===== src/rtl/sprdma_gen_if.sv =====
// Signal bundle between the sprite DMA engine and the CPU/memory side.
// The DMA engine drives the bus outputs, so it takes the master modport.
interface sprdma_gen_if #(
   parameter int unsigned LEN_LOG2 = 8
) ();
   logic [15:0]       cpumc_a_in;
   logic [7:0]        cpumc_din_in;
   logic [7:0]        cpumc_dout_in;
   logic              cpu_r_nw_in;
   logic              pause_in;
   logic              active_out;
   logic [15:0]       cpumc_a_out;
   logic [7:0]        cpumc_d_out;
   logic              cpumc_r_nw_out;
   logic              done_out;
   logic [LEN_LOG2:0] cnt_out;

   modport master (
      input  cpumc_a_in, cpumc_din_in, cpumc_dout_in, cpu_r_nw_in, pause_in,
      output active_out, cpumc_a_out, cpumc_d_out, cpumc_r_nw_out, done_out, cnt_out
   );

   modport slave (
      output cpumc_a_in, cpumc_din_in, cpumc_dout_in, cpu_r_nw_in, pause_in,
      input  active_out, cpumc_a_out, cpumc_d_out, cpumc_r_nw_out, done_out, cnt_out
   );
endinterface


===== src/rtl/sprdma_gen.sv =====
// Sprite DMA engine: a CPU write to TRIG_ADDR copies 2**LEN_LOG2 bytes from the
// written page to DST_ADDR, one read/write pair per byte, with optional pause.
module sprdma_gen #(
   parameter logic [15:0] TRIG_ADDR    = 16'h4014,
   parameter logic [15:0] DST_ADDR     = 16'h2004,
   parameter int unsigned LEN_LOG2     = 8,
   parameter int unsigned READ_LAT     = 1,
   parameter int unsigned ALIGN_CYCLES = 1
) (
   input logic          clk_in,
   input logic          rst_in,
   sprdma_gen_if.master bus
);

   localparam int unsigned OFF_W = LEN_LOG2;
   localparam int unsigned CNT_W = LEN_LOG2 + 1;
   localparam logic [OFF_W-1:0] OFF_LAST   = '1;
   localparam logic [1:0]       READ_LAST  = 2'(READ_LAT);
   localparam logic [1:0]       ALIGN_LAST = (ALIGN_CYCLES == 0) ? 2'd0 : 2'(ALIGN_CYCLES - 1);

   typedef enum logic [2:0] {
      ST_IDLE,
      ST_ALIGN,
      ST_READ,
      ST_WRITE,
      ST_PAUSE,
      ST_COOLDOWN
   } state_e;

   state_e           state_q;
   logic [7:0]       page_q;
   logic [OFF_W-1:0] offset_q;
   logic [OFF_W-1:0] offset_d;
   logic [1:0]       sub_q;
   logic [CNT_W-1:0] cnt_q;
   logic [15:0]      a_q;
   logic [7:0]       d_q;
   logic             r_nw_q;
   logic             done_q;
   logic             active_q;
   logic             trigger_c;
   logic             last_c;

   function automatic logic [15:0] src_addr(input logic [7:0] page, input logic [OFF_W-1:0] off);
      return {page, 8'h00} + 16'(off);
   endfunction

   assign trigger_c = (bus.cpumc_a_in == TRIG_ADDR) && !bus.cpu_r_nw_in;
   assign last_c    = (offset_q == OFF_LAST);
   assign offset_d  = offset_q + OFF_W'(1);

   // Bus outputs default to idle each cycle; only the branch entering or staying in READ/WRITE drives them.
   always_ff @(posedge clk_in) begin
      if (rst_in) begin
         state_q  <= ST_IDLE;
         page_q   <= '0;
         offset_q <= '0;
         sub_q    <= '0;
         cnt_q    <= '0;
         a_q      <= '0;
         d_q      <= '0;
         r_nw_q   <= 1'b1;
         done_q   <= 1'b0;
         active_q <= 1'b0;
      end else begin
         a_q    <= '0;
         d_q    <= '0;
         r_nw_q <= 1'b1;
         done_q <= 1'b0;
         case (state_q)
            ST_IDLE: begin
               if (trigger_c) begin
                  page_q   <= bus.cpumc_din_in;
                  offset_q <= '0;
                  cnt_q    <= '0;
                  sub_q    <= '0;
                  active_q <= 1'b1;
                  if (ALIGN_CYCLES != 0) begin
                     state_q <= ST_ALIGN;
                  end else begin
                     state_q <= ST_READ;
                     a_q     <= src_addr(bus.cpumc_din_in, '0);
                  end
               end
            end
            ST_ALIGN: begin
               if (sub_q == ALIGN_LAST) begin
                  sub_q   <= '0;
                  state_q <= ST_READ;
                  a_q     <= src_addr(page_q, offset_q);
               end else begin
                  sub_q <= sub_q + 2'd1;
               end
            end
            ST_READ: begin
               if (sub_q == READ_LAST) begin
                  sub_q   <= '0;
                  state_q <= ST_WRITE;
                  a_q     <= DST_ADDR;
                  d_q     <= bus.cpumc_dout_in;
                  r_nw_q  <= 1'b0;
                  done_q  <= last_c;
               end else begin
                  sub_q <= sub_q + 2'd1;
                  a_q   <= src_addr(page_q, offset_q);
               end
            end
            ST_WRITE: begin
               cnt_q <= cnt_q + CNT_W'(1);
               if (last_c) begin
                  state_q  <= ST_COOLDOWN;
                  active_q <= 1'b0;
               end else begin
                  offset_q <= offset_d;
                  if (bus.pause_in) begin
                     state_q <= ST_PAUSE;
                  end else begin
                     state_q <= ST_READ;
                     a_q     <= src_addr(page_q, offset_d);
                  end
               end
            end
            ST_PAUSE: begin
               if (!bus.pause_in) begin
                  state_q <= ST_READ;
                  a_q     <= src_addr(page_q, offset_q);
               end
            end
            ST_COOLDOWN: begin
               // Wait for the CPU to release its write so a held trigger cannot restart us.
               if (bus.cpu_r_nw_in) begin
                  state_q <= ST_IDLE;
               end
            end
            default: begin
               state_q  <= ST_IDLE;
               active_q <= 1'b0;
            end
         endcase
      end
   end

   assign bus.active_out     = active_q;
   assign bus.cpumc_a_out    = a_q;
   assign bus.cpumc_d_out    = d_q;
   assign bus.cpumc_r_nw_out = r_nw_q;
   assign bus.done_out       = done_q;
   assign bus.cnt_out        = cnt_q;

endmodule


===== src/flat_wrapper.sv =====
// flat-port wrapper written by rule: the top's interface ports become plain ports
module sprdma_gen_flat 
#(
   parameter logic [15:0] TRIG_ADDR    = 16'h4014,
   parameter logic [15:0] DST_ADDR     = 16'h2004,
   parameter int unsigned LEN_LOG2     = 8,
   parameter int unsigned READ_LAT     = 1,
   parameter int unsigned ALIGN_CYCLES = 1
)
  (clk_in, rst_in, bus_cpumc_a_in, bus_cpumc_din_in, bus_cpumc_dout_in, bus_cpu_r_nw_in, bus_pause_in, bus_active_out, bus_cpumc_a_out, bus_cpumc_d_out, bus_cpumc_r_nw_out, bus_done_out, bus_cnt_out);
  sprdma_gen_if #(.LEN_LOG2(LEN_LOG2)) bus_i ();
  input logic clk_in;
  input logic rst_in;
  input wire logic [$bits(bus_i.cpumc_a_in)-1:0] bus_cpumc_a_in;
  input wire logic [$bits(bus_i.cpumc_din_in)-1:0] bus_cpumc_din_in;
  input wire logic [$bits(bus_i.cpumc_dout_in)-1:0] bus_cpumc_dout_in;
  input wire logic [$bits(bus_i.cpu_r_nw_in)-1:0] bus_cpu_r_nw_in;
  input wire logic [$bits(bus_i.pause_in)-1:0] bus_pause_in;
  output wire logic [$bits(bus_i.active_out)-1:0] bus_active_out;
  output wire logic [$bits(bus_i.cpumc_a_out)-1:0] bus_cpumc_a_out;
  output wire logic [$bits(bus_i.cpumc_d_out)-1:0] bus_cpumc_d_out;
  output wire logic [$bits(bus_i.cpumc_r_nw_out)-1:0] bus_cpumc_r_nw_out;
  output wire logic [$bits(bus_i.done_out)-1:0] bus_done_out;
  output wire logic [$bits(bus_i.cnt_out)-1:0] bus_cnt_out;
  assign bus_i.cpumc_a_in = bus_cpumc_a_in;
  assign bus_i.cpumc_din_in = bus_cpumc_din_in;
  assign bus_i.cpumc_dout_in = bus_cpumc_dout_in;
  assign bus_i.cpu_r_nw_in = bus_cpu_r_nw_in;
  assign bus_i.pause_in = bus_pause_in;
  assign bus_active_out = bus_i.active_out;
  assign bus_cpumc_a_out = bus_i.cpumc_a_out;
  assign bus_cpumc_d_out = bus_i.cpumc_d_out;
  assign bus_cpumc_r_nw_out = bus_i.cpumc_r_nw_out;
  assign bus_done_out = bus_i.done_out;
  assign bus_cnt_out = bus_i.cnt_out;
  sprdma_gen #(.TRIG_ADDR(TRIG_ADDR), .DST_ADDR(DST_ADDR), .LEN_LOG2(LEN_LOG2), .READ_LAT(READ_LAT), .ALIGN_CYCLES(ALIGN_CYCLES)) u_core (.clk_in(clk_in), .rst_in(rst_in), .bus(bus_i));
endmodule

===== config.mk =====
export PLATFORM = sky130hd
export DESIGN_NAME = sprdma_gen_flat
export DESIGN_NICKNAME = d
export VERILOG_FILES = /design/src/rtl/sprdma_gen_if.sv /design/src/rtl/sprdma_gen.sv /design/src/flat_wrapper.sv
export SDC_FILE = /design/constraint.sdc
export NUM_CORES = 1
export LEC_CHECK = 0
export BUFFER_PORTS_ARGS = -buffer_cell sky130_fd_sc_hd__buf_2
export CAP_MARGIN = 20
export CORE_ASPECT_RATIO = 0.9
export CORE_UTILIZATION = 25
export CTS_BUF_LIST = sky130_fd_sc_hd__clkbuf_16
export DETAILED_ROUTE_END_ITERATION = 10
export REMOVE_ABC_BUFFERS = 1
export SYNTH_ARGS = -nofsm -noshare
export SYNTH_HDL_FRONTEND = slang
export SYNTH_SLANG_ARGS = --single-unit

===== constraint.sdc =====
create_clock -name clk_in -period 5.25 [get_ports clk_in]
set_input_delay 0.7875 -clock clk_in [delete_from_list [all_inputs] [get_ports clk_in]]
set_output_delay 0.7875 -clock clk_in [all_outputs]
set_load 0.05 [all_outputs]

==> flow_metrics.tcl <==
set metrics [dict create \
    grt_max_degree 34 \
    maxSlewViolCount 0 \
    core_um2 9780 \
    cts_resized 0 \
    min_to "u_core.page_q[6]" \
    max-clock-path-buffers 2 \
    synthFlopType "dfxtp_1" \
    worstPathRequired_ns 5.47 \
    irDropWorstVdd_v 0.000142 \
    reg2reg_depth 4 \
    htreeDepth 3 \
    end_kind "register" \
    finalCoreUtilization 0.338 \
    cts_tree "yes" \
    clk_pin_slew_worst_paths_ns 0.06 \
    holdWs_ns 0.446 \
    viasPerCell 4.87 \
    die_w_um 108 \
    synthCells 300 \
    layout_setup_ws_ns 2.64 \
    final.setup.tns_ns 0 \
    startpoint "u_core.state_q[0]" \
    totalPowerFinal_mw 1.13 \
    timing.reg2reg.setup_slack_ns 2.64 \
    start_util 0.261 \
    worstSetupStartpointType "register" \
    firstDrtPassIters 4 \
    hold_start "u_core.page_q[6]" \
    yosysWarnings 0 \
    setup_viol 0 \
    drt-wirelength-per-cell_um 13.0 \
    drcViolationCount 0 \
    grt_antenna_before_repair 0 \
    vias 2418 \
    multiInputGateArea_um2 1310 \
    place_congestion 0.822 \
    drive_above_1_share 0.267 \
    yosysSeqAreaShare 0.447 \
    leakage_nw 1.30 \
    die_area_um2 10600 \
    antenna_left 0 \
    grt_pass1_vias 2229 \
    n_antenna_cell 0 \
    cellPowerDensity_nw_per_um2 340 \
    fin_skew_ns 0.00847 \
    clock_latency_ns 0.32 \
    post_cts_buffers 0 \
    yosys-top-cells-area "dfxtp_1, a21oi_1, nand2_1" \
    cts_buffers 9 \
    fp.dieH_um 97.8 \
    rr_startpoint "u_core.state_q[0]" \
    seqCellArea_um2 1140 \
    drt_iter0_drc 100 \
    grt_usage 0.128 \
    nNetsFinal 407 \
    cts_hold_buf 0 \
    hpwl_mm 4.56 \
    synth.distinct_cells 51 \
    outcome "completed" \
    hold_violations 0 \
    wl_mm 6.44 \
    portBuffers 71 \
    max_freq_ghz 0.384 \
    ios 72 \
    path_max_fanout 20 \
    gr-total-overflow 0 \
    min_delay_path_depth 2 \
    rsz0062_at_grt "no" \
    critPathArrivalTime_ns 2.83 \
    relSlewSlack 0.463 \
    maxCapViolations 0 \
    hold_path_class "reg -> reg" \
    dp_slack_ns 2.72 \
    yosys_register_bits 57 \
    layout_min_cycle_time_ns 2.61 \
    area_growth_pct 29.9 \
    grt_pass1_wl_mm 10.7 \
    placementRows 34 \
    fill_cells 1060 \
    cts-root-buf "clkbuf_16" \
    crit_type "reg -> reg" \
    yosys.area.top_type "dfxtp_1" \
    async_flop_share 0 \
    synth_top_area_share 0.447 \
    netlist_area_um2 2550 \
    r2r-end "u_core.bus.cpumc_a_out[5]" \
    syn_area_per_cell_um2 8.50 \
    tightest_slew_ns 0.805 \
    clkSinkCount 57 \
    timing.final.crit_share 0.497 \
    synth_edf_count 0 \
]
## synthesized netlist by cell type (all sizes together) (3+ instances only)
cell type / instances
nand3b: 6
nor2b: 3
a31oi: 4
or2: 4
and2: 16
nand3: 9
nor3: 8
inv: 4
or3: 3
o21ai: 11
nor4: 3
dfxtp: 57
ha: 5
nand2b: 4
nand2: 42
and3: 4
o211ai: 3
nand4: 4
nor2: 25
clkbuf: 10
buf: 6
a311oi: 10
a21oi: 33
## routing by layer
metal	vias up	share of wire	GRT usage
met5	-	0	0
met4	0	0.018	0.0582
met3	10	0.055	0.0367
met2	64	0.45	0.191
met1	1131	0.47	0.170
li1	1213	-	-
## layout by cell type (no fill, tap or decap), types with 2 or more instances in the layout
master | netlist | routed
a22oi_1 | 2 | 2
buf_2 | 3 | 71
bufinv_16 | 0 | 2
nand2_1 | 42 | 42
nand3_1 | 8 | 8
or2_2 | 4 | 4
or3_1 | 3 | 3
a21oi_1 | 32 | 32
xnor2_1 | 2 | 2
nor3_1 | 8 | 8
and4_1 | 2 | 2
nand3b_1 | 6 | 6
nand2b_1 | 4 | 4
nor2_1 | 25 | 25
a31oi_1 | 4 | 4
o21ai_0 | 11 | 11
clkbuf_16 | 0 | 9
nand4_1 | 4 | 4
a211oi_1 | 2 | 2
o211ai_1 | 2 | 2
inv_1 | 4 | 4
and2_1 | 15 | 15
clkinv_4 | 0 | 3
nor4_1 | 2 | 2
dfxtp_1 | 57 | 57
a311oi_1 | 10 | 10
ha_1 | 5 | 5
a21o_1 | 2 | 2
nor2b_1 | 3 | 3
and3_1 | 4 | 4
## logic make-up after synthesis
logic type | count (synthesis) | synth area share
compound gates | 74 | 0.184
xor+xnor | 3 | 0.0103
fa+ha+maj | 5 | 0.0245
buf+inv | 21 | 0.0383
flops | 57 | 0.447
mux | 1 | 0.00442
simple gates | 139 | 0.291
## critical path, stage by stage, from the launching register on
cell and delay [ns]:
dfxtp_1 0.66, nand3b_1 0.61, nor3_1 0.74, a41oi_1 0.21, a311oi_1 0.29
## power breakdown
part	internal, mW	switching (mW)
sequential	0.435	0.00633
combinational	0.0218	0.0304
clock	0.419	0.213
total	0.876	0.250
## registers in the layout (all words and copies together) (netlist names)
name / cells
u_core.bus.done_out: 1
u_core.state_q: 3
u_core.bus.cpumc_r_nw_out: 1
u_core.offset_q: 8
u_core.bus.cnt_out: 9
u_core.sub_q: 2
u_core.bus.active_out: 1
u_core.page_q: 8
u_core.bus.cpumc_a_out: 16
u_core.bus.cpumc_d_out: 8
## per-stage QoR
stage | instance area, µm² | instances
floorplan | 2470 | 284
global placement | 2980 | 481
detailed placement | 2980 | 481
CTS | 3310 | 497
global route | 3310 | 497
finish | 3310 | 497
## worst max path at each step
| stage | end | cells after the start |
|---|---|---|
| 2_1_floorplan | u_core.bus.cnt_out[2] | 4 |
| 3_3_place_gp | u_core.bus.active_out | 5 |
| 3_5_place_dp | u_core.bus.active_out | 5 |
| 4_1_cts | u_core.bus.cpumc_a_out[5] | 4 |
| 5_1_grt | u_core.bus.cpumc_a_out[5] | 4 |
| 6_report | u_core.bus.cpumc_a_out[5] | 4 |
## cell type report
cell class              count  area share
clock inverters             7      0.0310
inverters                   5     0.00567
flip-flops and latches     57       0.345
clock buffers               9      0.0680
multi-input cells         222       0.396
well taps                 126      0.0476
repair buffers             71       0.107
Power figures use the tool's default switching activity.
